`src/rtl/op_dispatcher_pkg.sv`:
```
// Shared definitions for the opcode dispatcher and the calculator datapath blocks
// that reuse its opcode/latency widths and state encoding.
package op_dispatcher_pkg;

  localparam int OP_W_DEF  = 4;
  localparam int LAT_W_DEF = 4;

  typedef enum logic [1:0] {
    ST_IDLE = 2'd0,
    ST_BUSY = 2'd1,
    ST_DONE = 2'd2,
    ST_ERR  = 2'd3
  } disp_state_t;

endpackage

```
`src/rtl/onehot_decode.sv`:
```
// Binary-to-one-hot decoder with enable; all outputs are zero when disabled.
module onehot_decode #(
  parameter int OP_W = 4
) (
  input  logic                 en,
  input  logic [OP_W-1:0]      code,
  output logic [2**OP_W-1:0]   onehot
);

  // NOTE: assigning a default before any conditional write keeps this purely
  // combinational; without it synthesis infers a latch for unwritten bits.
  always_comb begin
    onehot = '0;
    if (en) onehot[code] = 1'b1;
  end

endmodule

```
`src/rtl/op_dispatcher.sv`:
```
// Accepts one opcode at a time, drives its one-hot select for opLatency+1 cycles,
// then pulses done (or pulses illegal if the opcode was masked off at accept).
module op_dispatcher
  import op_dispatcher_pkg::*;
#(
  parameter int OP_W  = OP_W_DEF,
  parameter int N_OPS = 2**OP_W,
  parameter int LAT_W = LAT_W_DEF
) (
  input  logic             clk,
  input  logic             rst,
  input  logic             opValid,
  input  logic [OP_W-1:0]  opCode,
  input  logic [LAT_W-1:0] opLatency,
  input  logic [N_OPS-1:0] opMask,
  input  logic             opAbort,
  output logic             opReady,
  output logic [N_OPS-1:0] hotselect,
  output logic             done,
  output logic             illegal
);

  disp_state_t      state_q, state_d;
  logic [LAT_W-1:0] cnt_q, cnt_d;
  logic [OP_W-1:0]  code_q, code_d;

  // NOTE: state registers use non-blocking assignments so every flop samples
  // the pre-edge values regardless of statement order.
  always_ff @(posedge clk) begin
    if (rst) begin
      state_q <= ST_IDLE;
      cnt_q   <= '0;
      code_q  <= '0;
    end else begin
      state_q <= state_d;
      cnt_q   <= cnt_d;
      code_q  <= code_d;
    end
  end

  always_comb begin
    state_d = state_q;
    cnt_d   = cnt_q;
    code_d  = code_q;
    case (state_q)
      ST_IDLE: begin
        // opMask is consulted only here, so later mask changes cannot affect
        // an operation already in flight.
        if (opValid) begin
          if (opMask[opCode]) begin
            state_d = ST_BUSY;
            code_d  = opCode;
            cnt_d   = opLatency;
          end else begin
            state_d = ST_ERR;
          end
        end
      end
      ST_BUSY: begin
        if (opAbort)           state_d = ST_IDLE;
        else if (cnt_q == '0)  state_d = ST_DONE;
        else                   cnt_d   = cnt_q - LAT_W'(1);
      end
      ST_DONE: state_d = ST_IDLE;
      ST_ERR:  state_d = ST_IDLE;
      default: state_d = ST_IDLE;
    endcase
  end

  assign opReady = (state_q == ST_IDLE);
  assign done    = (state_q == ST_DONE);
  assign illegal = (state_q == ST_ERR);

  onehot_decode #(
    .OP_W (OP_W)
  ) u_decode (
    .en     (state_q == ST_BUSY),
    .code   (code_q),
    .onehot (hotselect)
  );

endmodule

```
`config.mk`:
```
export PLATFORM = sky130hd
export DESIGN_NAME = op_dispatcher
export DESIGN_NICKNAME = d
export VERILOG_FILES = /design/src/rtl/op_dispatcher_pkg.sv /design/src/rtl/onehot_decode.sv /design/src/rtl/op_dispatcher.sv
export SDC_FILE = /design/constraint.sdc
export NUM_CORES = 1
export LEC_CHECK = 0
export CORE_ASPECT_RATIO = 1.75
export CORE_MARGIN = 1.5
export CORE_UTILIZATION = 30
export CTS_BUF_LIST = sky130_fd_sc_hd__clkbuf_8 sky130_fd_sc_hd__clkbuf_16
export DETAILED_ROUTE_END_ITERATION = 8
export SYNTH_ARGS = -nofsm -noshare
export SYNTH_HDL_FRONTEND = slang
export SYNTH_HIERARCHICAL = 1
export SYNTH_SLANG_ARGS = --single-unit
```
`constraint.sdc`:
```
create_clock -name clk -period 2.1 [get_ports clk]
set_input_delay 0.21 -clock clk [delete_from_list [all_inputs] [get_ports clk]]
set_output_delay 0.21 -clock clk [all_outputs]
set_load 0.05 [all_outputs]
```
==> metrics.md, run 1 <==
| Metric | Value |
|---|---|
| Antenna viol nets, final | 0 |
| Commonest non-fill, non-tap cells in the layout | clkdlybuf4s50_1, nor2_1, buf_4 |
| Seq pwr share | 0.319 |
| Number of H-tree levels | 1 |
| Clock power share | 0.276 |
| Final slew viol count | 0 |
| Max-Cap Viols | 0 |
| Critical path fanouts, max | 3 |
| RR Startpoint | state_q[0]$_SDFFE_PP0P_ |
| Clk buf depth | 2 |
| Unrepaired setup endpoints after global routing | false |
| Tcrit/Tclk final | 0.955 |
| Setup violators final | 0 |
| Avg Cell Area, Syn | 7.83 um^2 |
| Clk_skew | 0.00504 ns |
| CP endpoint | cnt_q[3]$_SDFFE_PP0P_ |
| Post-route DRC | 0 |
| Reg-to-reg slack, setup | 0.19 ns |
| Sw Ratio | 0.320 |
| Sequential area share after synthesis | 0.230 |
| I/O pins | 47 |
| Hold Crit Class | register to register |
| Netlist cell types | 35 |
| Cell area after synthesis | roughly 870 um^2 |
| Warnings from Yosys | 6 |
| Status | complete, no violations |
| Vias per cell | 5.33 |
| F_max | 499 MHz |
| CP Data Arrival Time | 2.15 ns |
| Place WS | -0.331 ns |
| Minimum clock period | between 2 and 2.5 ns |
| Leakage | 0.665 nW |
| Worst-Skew Late Latency | 0.24 ns |
| First-pass detailed-route iteration total | 4 |
| Mapped Nets | 140 |
| Internal Power | 0.000498 W |
| Max_slew headroom | 0.662 |
| # clock sinks | 10 |
| Largest net degree at the start of global routing | 15 |
| Fraction of layout cells with a size suffix above 1 | 0.297 |
| FF-to-FF End | cnt_q[2]$_SDFFE_PP0P_ |
| Fill cell count | 240 |
| Most common cell after layout, fill and taps aside | clkdlybuf4s50_1 |
| Clk pin slew, worst setup/hold paths | around 0.050 ns |
| Grt total ovfl | 0 |
| Post-Synthesis Cells | 111 |
| Top FF cell, synth | dfxtp_1 |
| Final Wtd Congestion | approximately 0.84 |
| CTS tree | built |
| # hold bufs at CTS | 0 |
| DP HPWL | roughly 2400 um |
| Via count | ~1100 |
| Vias in the first global route | 1130 |
| DR WL/cell | 13.6 um |
| Yosys reg bits | 10 |
| NetSw | approximately 0.00023 W |
| Slew @ Worst Pin | 0.505 ns |
| Final nets | roughly 200 |
| Die height | approximately 74 um |
| Number of synthesized flops with an enable pin | 0 |
| PortBufs | 46 |
| Die W | roughly 44 um |
| DIE AREA | 3240 um^2 |
| Hold_sp | code_q[3]$_SDFFE_PP0P_ |
| VDD IR max | 0.403 mV |
| FP Rows | 25 |
| Cells on worst reg2reg path | 6 |
| ANT cells | 0 |
| Cts bufs inserted | 3 |
| Core area | 2720 um^2 |
| Final hold vios | 0 |
| Power Dens Cells | between 400 and 500 nW/um^2 |
| Critical Path RT | roughly 2.3 ns |
| Crit path kind | input port to register |
| Sum Neg Setup Slack | 0 ns |
| Initial Util | 0.320 |
| Comb pwr share | 0.405 |
| Layout area overhead | 93.2% |
| Clk root buf | clkbuf_8 |
| Critical Path Start Type | input port |
| Asr flop ratio synth | 0 |
| First-pass GRT wire length | 4690 um |
| GRT Total Usage | 0.189 |
| Final setup margin | between 0.09 and 0.1 ns |
| Crit. End Element | register |
| Crit. Startpoint | opMask[14] |
| 1st-iter DRT viols | 31 |
| Drt total wl | 2700 um |
| Initial antenna violation count | 0 |
## cells by family after synthesis
family                     after synthesis  share of synthesized area
muxes                                   13                      0.187
and+or+nand+nor                         62                      0.386
DFF                                     10                      0.230
buffers and inverters                    7                     0.0432
AOI/OAI and AO/OA                       18                      0.140
adders and majority gates                1                     0.0144
## power by group through the flow
stage | combinational, W | clock, W | sequential, W
after CTS | 0.000297 | 0.000202 | 0.000233
after global placement | 0.000290 | 0 | 0.000234
final | 0.000297 | 0.000202 | 0.000233
after global routing | 0.000322 | 0.000215 | 0.000237
after floorplan | 0.000166 | 0 | 0.000227
after detailed placement | 0.000296 | 0 | 0.000236
## cells in the mapped netlist (3+ instances only)
library cell	n	share of area
a21oi_1	4	0.023
clkbuf_1	3	0.013
dfxtp_1	10	0.23
mux2i_1	8	0.092
nand2_1	6	0.026
nand2b_1	4	0.029
nand3_1	7	0.040
nand3b_1	4	0.035
nor2_1	21	0.091
nor2b_1	4	0.029
nor3_1	4	0.023
o21ai_0	4	0.023
o31ai_1	3	0.026
## routing by layer
| layer | global-route usage | vias to the layer above | wire length [um] | part of all wire |
|---|---|---|---|---|
| li1 | - | 528 | - | - |
| met1 | 0.172 | 486 | 950 | 0.35 |
| met2 | 0.405 | 43 | 1610 | 0.59 |
| met3 | 0.00971 | 4 | 102 | 0.038 |
| met4 | 0.0707 | 0 | 38 | 0.014 |
| met5 | 0 | - | 0 | 0 |
## final cells by class
class | count | area (um^2) | area share
timing repair buffer | 63 | 747 | 0.445
multi-input combinational | 94 | 649 | 0.386
sequential | 10 | 201 | 0.120
tap | 27 | 33.8 | 0.0201
clock buffer | 3 | 41.3 | 0.0246
inverter | 2 | 7.51 | 0.00447
## worst max-delay path: stages
cell and delay (ns):
clkdlybuf4s50_1 0.41, mux4_2 0.47, mux2_4 0.28, and3_4 0.18, or4_1 0.51, o31ai_1 0.09
## flip-flops by register name (all words and copies together), names as in the netlist
name and flops:
cnt_q 4, code_q 4, state_q 2
## worst min-delay path by stage
stage	endpoint	slack, ns	cells past startpoint
6_report	code_q[3]$_SDFFE_PP0P_	0.52	2
5_1_grt	cnt_q[1]$_SDFFE_PP0P_	0.55	2
4_1_cts	code_q[3]$_SDFFE_PP0P_	0.52	2
3_5_place_dp	code_q[3]$_SDFFE_PP0P_	0.51	2
3_3_place_gp	code_q[3]$_SDFFE_PP0P_	0.50	2
2_1_floorplan	cnt_q[0]$_SDFFE_PP0P_	0.31	1
## timing repair
action | in CTS | in global routing
setup endpoints to repair | 7 | 4
setup buffers | 0 | 0
pin swaps | 0 | 0
resized for setup | 2 | 1
## stage by stage
step | instances | instance area, um^2 | utilization | power, W | hold slack, ns
2_1_floorplan | 111 | 885 | - | 0.000393 | 0.315
3_3_place_gp | 196 | 1640 | 0.601 | 0.000524 | 0.498
3_5_place_dp | 196 | 1640 | 0.601 | 0.000532 | 0.506
4_1_cts | 199 | 1680 | 0.617 | 0.000732 | 0.515
5_1_grt | 199 | 1680 | 0.617 | 0.000775 | 0.552
6_report | 199 | 1680 | 0.617 | 0.000732 | 0.517
No activity file was read; power rests on OpenSTA's default activity.
==> run 2, diff against run 1 <==
--- a/config.mk
+++ b/config.mk
@@ -7,9 +7,10 @@
 export LEC_CHECK = 0
 export CORE_ASPECT_RATIO = 1.75
 export CORE_MARGIN = 1.5
-export CORE_UTILIZATION = 30
+export CORE_UTILIZATION = 38
 export CTS_BUF_LIST = sky130_fd_sc_hd__clkbuf_8 sky130_fd_sc_hd__clkbuf_16
 export DETAILED_ROUTE_END_ITERATION = 8
+export PLACE_DENSITY = 0.79
 export SYNTH_ARGS = -nofsm -noshare
 export SYNTH_HDL_FRONTEND = slang
 export SYNTH_HIERARCHICAL = 1
==> run 2 against run 1 <==
Critical path depth fell by 2. Die area is 20% lower. Non-clock buffer count did not move. Global-route usage grew 8.4 points. Combinational power up 1%. Worst hold slack better by 0.011 ns. First-iteration DRC count down 45%. Power rose by 8.4%. Worst setup slack gained 0.031 ns. Clock skew is 0.0025 ns lower. Utilization grew 18 points.
==> metrics.md, run 2 (synthesis results as in run 1) <==
| Metric | Value |
|---|---|
| DR WL/cell | 15.7 um (was 13.6 um) |
| ANT cells | 0 (unchanged) |
| Unrepaired setup endpoints after global routing | false (unchanged) |
| Tcrit/Tclk final | 0.940 (was 0.955) |
| Leakage | 0.672 nW (was 0.665 nW) |
| # clock sinks | 10 (unchanged) |
| Final setup margin | 0.125 ns (was 0.0943 ns) |
| Worst hold margin | 0.529 ns (was 0.517 ns) |
| Commonest non-fill, non-tap cells in the layout | clkdlybuf4s50_1, nor2_1, buf_4 (unchanged) |
| Critical path fanouts, max | 11 (was 3) |
| Final Wtd Congestion | 0.861 (was 0.838) |
| First-pass GRT wire length | 4770 um (was 4690 um) |
| Core area | 2120 um^2 (was 2720 um^2) |
| Cts bufs inserted | 3 (unchanged) |
| Placed Cells | 193 (was 196) |
| Largest net degree at the start of global routing | 15 (unchanged) |
| Minimum clock period | 1.97 ns (was 2.01 ns) |
| Fraction of layout cells with a size suffix above 1 | 0.301 (was 0.297) |
| Final nets | 203 (unchanged) |
| Slew @ Worst Pin | 0.489 ns (was 0.505 ns) |
| 1st-iter DRT viols | 17 (was 31) |
| Top Registers | cnt_q (4), code_q (4), state_q (2) (unchanged) |
| Total power | 0.000793 W (was 0.000732 W) |
| Clk_skew | 0.00255 ns (was 0.00504 ns) |
| Fill cell count | 140 (was 240) |
| Clk buf depth | 2 (unchanged) |
| Crit path kind | register to output pin (was input port to register) |
| Cell area after layout | 1690 um^2 (was 1680 um^2) |
| Critical Path Start Type | register (was input port) |
| I/O pins | 47 (unchanged) |
| Power Dens Cells | 469 nW/um^2 (was 436 nW/um^2) |
| Status | complete, no violations (unchanged) |
| Setup violators final | 0 (unchanged) |
| Crit-path max cell delay | 0.44 ns (was 0.51 ns) |
| Crit. End Element | output pin (was register) |
| F_max | 506 MHz (was 499 MHz) |
| CP max stage cell | dfxtp_2 (was or4_1) |
| Max-Cap Viols | 0 (unchanged) |
| Initial antenna violation count | 0 (unchanged) |
| Clk pin slew, worst setup/hold paths | 0.05 ns (about the same) |
| Worst-Skew Late Latency | 0.25 ns (was 0.24 ns) |
| Hold Crit Class | register to register (unchanged) |
| CTS tree | built (unchanged) |
| Post-route DRC | 0 (unchanged) |
| Antenna viol nets, final | 0 (unchanged) |
| CP Data Arrival Time | 1.76 ns (was 2.15 ns) |
| Crit path buf inv count | 1 (unchanged) |
| Die height | 66.3 um (was 74.2 um) |
| FP Rows | 22 (was 25) |
| Cell family with the largest share of critical-path delay | simple AND/OR/NAND/NOR gates (was multiplexers) |
| Vias in the first global route | 1127 (was 1130) |
| GRT Total Usage | 0.273 (was 0.189) |
| Via count | 1119 (was 1061) |
| Die W | 39.2 um (was 43.7 um) |
| Dpl cell area | 1630 um^2 (was 1640 um^2) |
| Vias per cell | 5.68 (was 5.33) |
| Worst path cell trace | nor2b_2, or3b_4, nor2_1, buf_12 (was clkdlybuf4s50_1, mux4_2, mux2_4, and3_4, or4_1, o31ai_1) |
| Initial Util | 0.410 (was 0.320) |
| Drt total wl | 3100 um (was 2700 um) |
| Max_slew headroom | 0.673 (was 0.662) |
| Most common cell after layout, fill and taps aside | clkdlybuf4s50_1 (unchanged) |
| # hold bufs at CTS | 0 (unchanged) |
| DP HPWL | 2560 um (was 2360 um) |
| Place WS | -0.320 ns (was -0.331 ns) |
| Grt total ovfl | 0 (unchanged) |
| Non-filler cells, final | 197 (was 199) |
| Layout area overhead | 94.4% (was 93.2%) |
| Number of H-tree levels | 1 (unchanged) |
| Critical Path RT | 1.89 ns (was 2.25 ns) |
| Final slew viol count | 0 (unchanged) |
| First-pass detailed-route iteration total | 4 (unchanged) |
| DIE AREA | 2600 um^2 (was 3240 um^2) |
| VDD IR max | 0.385 mV (was 0.403 mV) |
| PortBufs | 46 (unchanged) |
| Clk root buf | clkbuf_8 (unchanged) |
| Final hold vios | 0 (unchanged) |
[run 2: worst reg2reg max path, stage by stage (launching register included)]
cell and delay [ns]:
dfxtp_2 0.38, or3b_2 0.48, nor2_1 0.14, and4_1 0.30, nor3_1 0.08, buf_4 0.15
o32ai_1 0.24
[run 2: path summary, 6_finish.rpt]
kind / from / endpoint / slack [ns] / cells past startpoint
worst min-delay path: cnt_q[1]$_SDFFE_PP0P_ / cnt_q[1]$_SDFFE_PP0P_ / 0.53 / 2
worst min register to register: cnt_q[1]$_SDFFE_PP0P_ / cnt_q[1]$_SDFFE_PP0P_ / 0.53 / 2
worst max-delay path: state_q[0]$_SDFFE_PP0P_ / hotselect[2] / 0.13 / 4
worst max register to register: state_q[0]$_SDFFE_PP0P_ / cnt_q[2]$_SDFFE_PP0P_ / 0.25 / 6
[run 2: area by class of cell]
| type | instances | area [um^2] | area share |
|---|---|---|---|
| repair buffers | 63 | 747 | 0.442 |
| well taps | 24 | 30.0 | 0.0178 |
| flip-flops and latches | 10 | 201 | 0.119 |
| clock buffers | 4 | 55.1 | 0.0326 |
| multi-input cells | 94 | 649 | 0.384 |
| inverters | 2 | 7.51 | 0.00444 |
[run 2: report_power, final]
| group | switching [W] | internal (W) | leakage (nW) |
|---|---|---|---|
| registers | 0.0000266 | 0.000208 | 0.0821 |
| clock network | 0.0000918 | 0.000166 | 0.0288 |
| logic | 0.000137 | 0.000164 | 0.561 |
| total | 0.000255 | 0.000538 | 0.672 |
[run 2: stage by stage]
step / TNS [ns] / util
2_1_floorplan: -0.153 / -
3_3_place_gp: -1.19 / 0.770
3_5_place_dp: -1.66 / 0.770
4_1_cts: 0 / 0.796
5_1_grt: 0 / 0.798
6_report: 0 / 0.798
[run 2: layer usage]
layer,wire (um),global-route usage
met5,0,0
met4,85,0.155
met3,113,0.0337
met2,1940,0.550
met1,963,0.222
[run 2: what timing repair did]
item,4_1_cts,5_1_grt
endpoints found under the setup margin,6,3
gates cloned,0,0
resized for setup,2,1
buffers inserted,0,0
